--- src/rtl/bus_arbiter.sv ---
// Two-requester (CPU/DMA) single-port memory arbiter.
// One access at a time: IDLE -> ACCESS (WAIT_CYC+1 cycles) -> DONE -> IDLE.
// Ties in IDLE are broken round-robin against the last-served requester.
module bus_arbiter #(
    parameter int unsigned WAIT_CYC = 1
) (
    input  logic        clk,
    input  logic        rst,
    input  logic        cpu_req,
    input  logic        cpu_we,
    input  logic [12:0] cpu_addr,
    input  logic [7:0]  cpu_wdata,
    output logic        cpu_ack,
    output logic [7:0]  cpu_rdata,
    input  logic        dma_req,
    input  logic        dma_we,
    input  logic [12:0] dma_addr,
    input  logic [7:0]  dma_wdata,
    output logic        dma_ack,
    output logic [7:0]  dma_rdata,
    output logic        mem_cs,
    output logic        mem_we,
    output logic [12:0] mem_addr,
    output logic [7:0]  mem_wdata,
    input  logic [7:0]  mem_rdata,
    output logic        busy,
    output logic        owner
);

    typedef enum logic [1:0] {
        IDLE   = 2'd0,
        ACCESS = 2'd1,
        DONE   = 2'd2
    } state_t;

    localparam logic [4:0] WAIT_LD = 5'(WAIT_CYC);

    state_t      state_q, state_d;
    logic [4:0]  cnt_q, cnt_d;
    logic        owner_q, owner_d;
    logic        last_q, last_d;      // last-served requester: 0 CPU, 1 DMA
    logic        we_q, we_d;
    logic [12:0] addr_q, addr_d;
    logic [7:0]  wdata_q, wdata_d;
    logic [7:0]  cpu_rdata_q, cpu_rdata_d;
    logic [7:0]  dma_rdata_q, dma_rdata_d;
    logic        grant;

    // Pick the grantee: sole requester wins, a tie goes to whoever was not served last.
    always_comb begin
        grant = 1'b0;
        if (cpu_req && dma_req) begin
            grant = ~last_q;
        end else if (dma_req) begin
            grant = 1'b1;
        end
    end

    // Next-state and datapath updates; everything holds unless a transition says otherwise.
    always_comb begin
        state_d     = state_q;
        cnt_d       = cnt_q;
        owner_d     = owner_q;
        last_d      = last_q;
        we_d        = we_q;
        addr_d      = addr_q;
        wdata_d     = wdata_q;
        cpu_rdata_d = cpu_rdata_q;
        dma_rdata_d = dma_rdata_q;
        case (state_q)
            IDLE: begin
                if (cpu_req || dma_req) begin
                    state_d = ACCESS;
                    owner_d = grant;
                    last_d  = grant;
                    cnt_d   = WAIT_LD;
                    we_d    = grant ? dma_we    : cpu_we;
                    addr_d  = grant ? dma_addr  : cpu_addr;
                    wdata_d = grant ? dma_wdata : cpu_wdata;
                end
            end
            ACCESS: begin
                if (cnt_q == 5'd0) begin
                    state_d = DONE;
                    // Read data is valid only on the last access cycle.
                    if (!we_q) begin
                        if (owner_q) begin
                            dma_rdata_d = mem_rdata;
                        end else begin
                            cpu_rdata_d = mem_rdata;
                        end
                    end
                end else begin
                    cnt_d = cnt_q - 5'd1;
                end
            end
            DONE: begin
                state_d = IDLE;
            end
            default: begin
                state_d = IDLE;
            end
        endcase
    end

    // State register; reset aborts any access and makes CPU win the first tie.
    always_ff @(posedge clk or negedge rst) begin
        if (!rst) begin
            state_q     <= IDLE;
            cnt_q       <= 5'd0;
            owner_q     <= 1'b0;
            last_q      <= 1'b1;
            we_q        <= 1'b0;
            addr_q      <= 13'd0;
            wdata_q     <= 8'd0;
            cpu_rdata_q <= 8'd0;
            dma_rdata_q <= 8'd0;
        end else begin
            state_q     <= state_d;
            cnt_q       <= cnt_d;
            owner_q     <= owner_d;
            last_q      <= last_d;
            we_q        <= we_d;
            addr_q      <= addr_d;
            wdata_q     <= wdata_d;
            cpu_rdata_q <= cpu_rdata_d;
            dma_rdata_q <= dma_rdata_d;
        end
    end

    // Outputs decode straight from registers so reset clears them immediately.
    assign mem_cs    = (state_q == ACCESS);
    assign mem_we    = (state_q == ACCESS) && we_q;
    assign mem_addr  = addr_q;
    assign mem_wdata = wdata_q;
    assign cpu_ack   = (state_q == DONE) && !owner_q;
    assign dma_ack   = (state_q == DONE) &&  owner_q;
    assign cpu_rdata = cpu_rdata_q;
    assign dma_rdata = dma_rdata_q;
    assign busy      = (state_q != IDLE);
    assign owner     = owner_q;

endmodule

--- config.mk ---
export PLATFORM = sky130hd
export DESIGN_NAME = bus_arbiter
export DESIGN_NICKNAME = d
export VERILOG_FILES = /design/src/rtl/bus_arbiter.sv
export SDC_FILE = /design/constraint.sdc
export NUM_CORES = 1
export LEC_CHECK = 0
export ABC_AREA = 1
export ABC_CLOCK_PERIOD_IN_PS = 1600
export CORE_MARGIN = 5
export CORE_UTILIZATION = 35
export DETAILED_ROUTE_END_ITERATION = 12
export PLACE_DENSITY_LB_ADDON = 0.12
export SLEW_MARGIN = 20
export SYNTH_ARGS = -nofsm -noshare
export SYNTH_HDL_FRONTEND = slang
export SYNTH_SLANG_ARGS = --single-unit
--- constraint.sdc ---
create_clock -name clk -period 1.6 [get_ports clk]
set_input_delay 0.48 -clock clk [delete_from_list [all_inputs] [get_ports clk]]
set_output_delay 0.48 -clock clk [all_outputs]
set_load 0.02 [all_outputs]
# Word level (Yosys, flattened, before mapping)
# Index checks and enable logic that the tools add are counted.
[totals] register_bits=47 output_inout_bits=43 word_cells=44
[op_classes] mux=11 n_eq_ne=5 bitwise_logic=3 n_addsub=1 n_reduce_logical=15
[op_table] cell="two-way mux 13 bit" n=1
[op_table] cell="two-way mux 5 bit" n=2
[op_table] cell="one-hot mux 5 bit (2 select lines)" n=1
[op_table] cell="two-way mux 8 bit" n=1
[op_table] cell="AND reduction 4 bit" n=2
[op_table] cell="logical NOT 5 bit" n=1
[op_table] cell="subtractor 5 x 1 -> 5 bit, second input constant" n=1
[op_table] cell="logical AND 1 bit" n=4
[op_table] cell="two-way mux 2 bit" n=2
[op_table] cell="inequality test 2 bit, second input constant" n=2
[op_table] cell="one-hot mux 2 bit (2 select lines)" n=1
[op_table] cell="AND reduction 2 bit" n=2
[op_table] cell="nonzero test 2 bit" n=2
[op_table] cell="two-way mux 1 bit" n=3
[op_table] cell="NOT 1 bit" n=3
[op_table] cell="AND reduction 3 bit" n=1
[op_table] cell="== test 2 x 1 -> 1 bit, second input constant" n=1
[op_table] cell="== test 2 bit, second input constant" n=1
[op_table] cell="logical NOT 2 bit" n=1
[op_table] cell="inequality test 2 x 1 -> 1 bit, second input constant" n=1
[op_table] cell="logical NOT 1 bit" n=1
[op_table] cell="logical OR 1 bit" n=1

# Depth between registers and ports, before layout
[logic_depth] ltp_word=3 mapped_depth=7 mapped_depth_nobuf=7

# Least setup slack after synthesis
# OpenSTA, ideal clock, no wires.
[synth_path] path_type="reg2out" start="reg owner_q (netlist: owner)" end="out dma_ack" slack_ps=58 t_arrival_ps=1062 t_required_ps=1120 path_buffers=0 path_stages_with_launch=3 cell_sequence="dfrtp_1 -> inv_1 -> nor3_1"
[synth_between] elab_chain_len=1
[synth_lines] item="from (decl)" line="40" source="logic owner_q, owner_d;"
[synth_lines] item="from (signal assigned)" line="121" source="owner_q <= owner_d;"
[synth_lines] item="logical AND 1 bit" line="137" source="assign dma_ack = (state_q == DONE) && owner_q;"
[synth_lines] item="to (decl)" line="19" source="output logic dma_ack,"
# No other way between the ends.

# Worst setup path in the final report
[layout_path] start="reg state_q[0]" end="out busy"
[layout_between] elab_chain_len=1
[layout_lines] item="from (decl)" line="38" source="state_t state_q, state_d;"
[layout_lines] item="from (signal assigned)" line="119" source="state_q <= state_d;"
[layout_lines] item="nonzero test 2 bit" line="140" source="assign busy = (state_q != IDLE);"
[layout_lines] item="to (decl)" line="26" source="output logic busy,"
# No other way between the ends.

==> impl_results.md <==
* Outcome: finished clean
* Pwr per Cell Area at 1938 mW/mm2
* Layout net count at 428
* Critical Path End Type: output port
* Deepest level of the CTS H-tree at 2
* WL per Instance at 13.27 um
* CTS sink cnt at 47
* Clock latency on the worst-skew pair at 300 ps
* Pins over their slew limit at 0
* Share of the core filled with cells at 0.5634
* FF+latch area at 0.001180 mm2
* Total congestion overflow after global routing at 0
* Number of global-route vias before repair at 2198
* Mean instance size in the synthesized netlist at 8.704 um2
* Hpwl dp at 4.601 mm
* Final-layout worst hold slack at 59.10 ps
* Startpoint class of the critical path: register
* Top post-synthesis cells by area: dfrtp_1, nand3_1, nand2_1
* Most frequently used cell type in the post-synthesis netlist: nand2_1
* Quantity of hold-fixing buffers added after cts at 0
* Distinct cell type count of the synthesized netlist at 24
* Worst Path Arrival at 1100 ps
* Final critical delay including setup and external delays at 1579 ps
* DR iter-0 viols at 87
* Number of flops mapped to enable cells by yosys at 0
* Crit path setup slack, layout at 20.56 ps
* Unrepaired setup endpoints after global routing: yes
* Post-place setup slack at -180.2 ps
* Yosys top cell area share at 0.5186
* Final sum of negative setup slack at 0 ps
* Maximum buffer depth of the clock tree at 2
* Floorplan die height at 89.64 um
* Post-synthesis instance area at 0.002220 mm2
* TritonCTS clock tree: done
* Weighted congestion at the end of routability-driven global placement at 0.8286
* Via count of the routed design at 2138
* Antenna-violating nets left at 0
* IO buf count at 98
* Number of antenna violations at the first check in global routing at 0
* Number of primary I/O pins at 99
* Pin count of the biggest net entering global routing at 37
* Highest net fanout along the worst path at 5
* Post-synth top area cell: dfrtp_1
* Required time at the worst-slack endpoint at 1120 ps
* Critical path, cell by cell: inv_1, nand2_1, buf_2
* Final antenna diode count at 0
* Post-synthesis sequential element count at 47
* Relative area change from synthesis to final layout at 58.40%
* Peak ir drop on the vdd network at 0.9192 mV
* Max frequency at 0.6331 GHz
* Post-Synthesis Net Count at 312
* Commonest register cell after synthesis: dfrtp_1
* Number of maximum-capacitance constraint violations at 0
* Post-layout total power at 6.815 mW
* Die Outline Area at 0.008034 mm2
* Async S/R FF share, synth at 1.000
* Proportion of layout cells with a drive suffix above 1 at 0.1452
* Number of endpoints failing setup at the final stage at 0
* Number of filler cells placed in the layout at 621
* Slew at the pin closest to its max-slew limit at 310.9 ps
* Kind of critical path: register to output port
* Static leakage at 1.606 nW
* Cell at the root of the clock tree: clkbuf_8
* Syn Inst Count at 255
* Max transition margin at 0.7927
* CTS clk-pin slew, worst paths at 90 ps
* Pre-antenna DRT Iters at 4
* CP max stage delay at 460 ps
* Seq/Total Area, Yosys at 0.5304
* Placeable core region at 0.006241 mm2
* Multi-input logic area at 949.7 um2
* Global-route usage over all layers at 0.1601
* Via-to-Cell Ratio at 4.762
* Worst clock skew at 7.007 ps
* Path type of the worst min-delay path: input pin to asynchronous set/reset pin
* Synth Warn # at 0
* DRT Wirelength at 5.957 mm
* Number of design rule violations left after detail routing at 0
* Number of endpoints with negative hold slack in the final report at 0
* Commonest cells in the netlist: nand2_1, nand3_1, dfrtp_1
* Critical path's slowest cell: dfrtp_2
* Width of the die at 89.64 um
* Row cnt at 29
* First-pass GRT wire length at 10.06 mm
* Final worst-path cycle share at 0.9872
* Total CTS buffers at 5
* Initial standard-cell utilization of the core at 0.3557
-- area by class of cell --
| class | count | share of cell area |
|---|---|---|
| repair buffers | 121 | 0.3217 |
| well taps | 77 | 0.02740 |
| clock inverters | 2 | 0.01103 |
| inverters | 10 | 0.01068 |
| flip-flops and latches | 47 | 0.3356 |
| clock buffers | 6 | 0.02349 |
| multi-input cells | 186 | 0.2701 |
-- logic make-up after synthesis --
group / share of synthesized area
buf+inv: 0.05524
flops: 0.5304
fa+ha+maj: 0.005636
simple gates: 0.3123
compound gates: 0.09639
-- power by group --
part / switching, mW / internal [mW] / total (mW)
sequential: 0.327 / 1.79 / 2.11
combinational: 2.16 / 1.62 / 3.78
clock: 0.409 / 0.514 / 0.923
-- placed cells by master, fill, tap and decap left out --
| master | instances |
|---|---|
| a21oi_1 | 1 |
| buf_12 | 3 |
| buf_2 | 2 |
| buf_4 | 22 |
| buf_6 | 2 |
| bufinv_16 | 1 |
| clkbuf_8 | 6 |
| clkdlybuf4s50_1 | 54 |
| dfrtp_1 | 44 |
| dfrtp_2 | 2 |
| dfstp_2 | 1 |
| dlygate4sd2_1 | 38 |
| ha_2 | 1 |
| inv_1 | 7 |
| inv_2 | 3 |
| inv_6 | 1 |
| nand2_1 | 68 |
| nand2_2 | 1 |
| nand2_4 | 1 |
| nand3_1 | 65 |
| nand3_2 | 1 |
| nand4_1 | 2 |
| nor2_1 | 7 |
| nor2_2 | 2 |
| nor2_4 | 3 |
| nor3_2 | 2 |
| nor3b_1 | 1 |
| o21a_1 | 21 |
| o21ai_0 | 8 |
| o21ai_1 | 1 |
| o22ai_1 | 1 |
-- worst paths after layout --
kind	from	endpoint	slack (ps)	cells past startpoint
min	rst	dma_rdata[0]$_DFFE_PN0P_	60	1
max in group asynchronous	rst	last_q$_DFFE_PN1P_	1000	2
max reg2reg	cnt_q[0]$_DFFE_PN0P_	cpu_rdata[4]$_DFFE_PN0P_	160	7
min in group clk	cpu_rdata[2]$_DFFE_PN0P_	cpu_rdata[2]$_DFFE_PN0P_	470	2
max	state_q[0]$_DFFE_PN0P_	busy	20	3
min reg2reg	cpu_rdata[2]$_DFFE_PN0P_	cpu_rdata[2]$_DFFE_PN0P_	470	2
-- metal layers --
metal  up-vias  global-route usage  share of wire
li1       1089                   -              -
met1       975              0.2005           0.42
met2        70              0.2586           0.47
met3         4             0.06204           0.10
met4         0             0.04330         0.0045
met5         -                   0              0
-- registers in the layout (all words and copies together) (netlist names) --
| name | count |
|---|---|
| cnt_q | 5 |
| cpu_rdata | 8 |
| dma_rdata | 8 |
| last_q | 1 |
| mem_addr | 13 |
| mem_wdata | 8 |
| owner | 1 |
| state_q | 2 |
| we_q | 1 |
-- worst max-delay path, delay by kind of cell (launching register included) --
family	cells	cell delay (ps)
buffers and inverters	2	260
flip-flops	1	460
AND/OR/NAND/NOR	1	90
-- through the flow --
stage	instance area [um2]	cells
after global routing	3516	449
after floorplan	2220	255
after global placement	3392	437
final	3516	449
after detailed placement	3392	437
after CTS	3441	445
-- what timing repair did --
item / CTS / global route
gates resized for setup: 61 / 16
endpoints found under the setup margin: 43 / 22
pin swaps: 0 / 4
setup buffers: 0 / 4
Power figures use the tool's default switching activity.
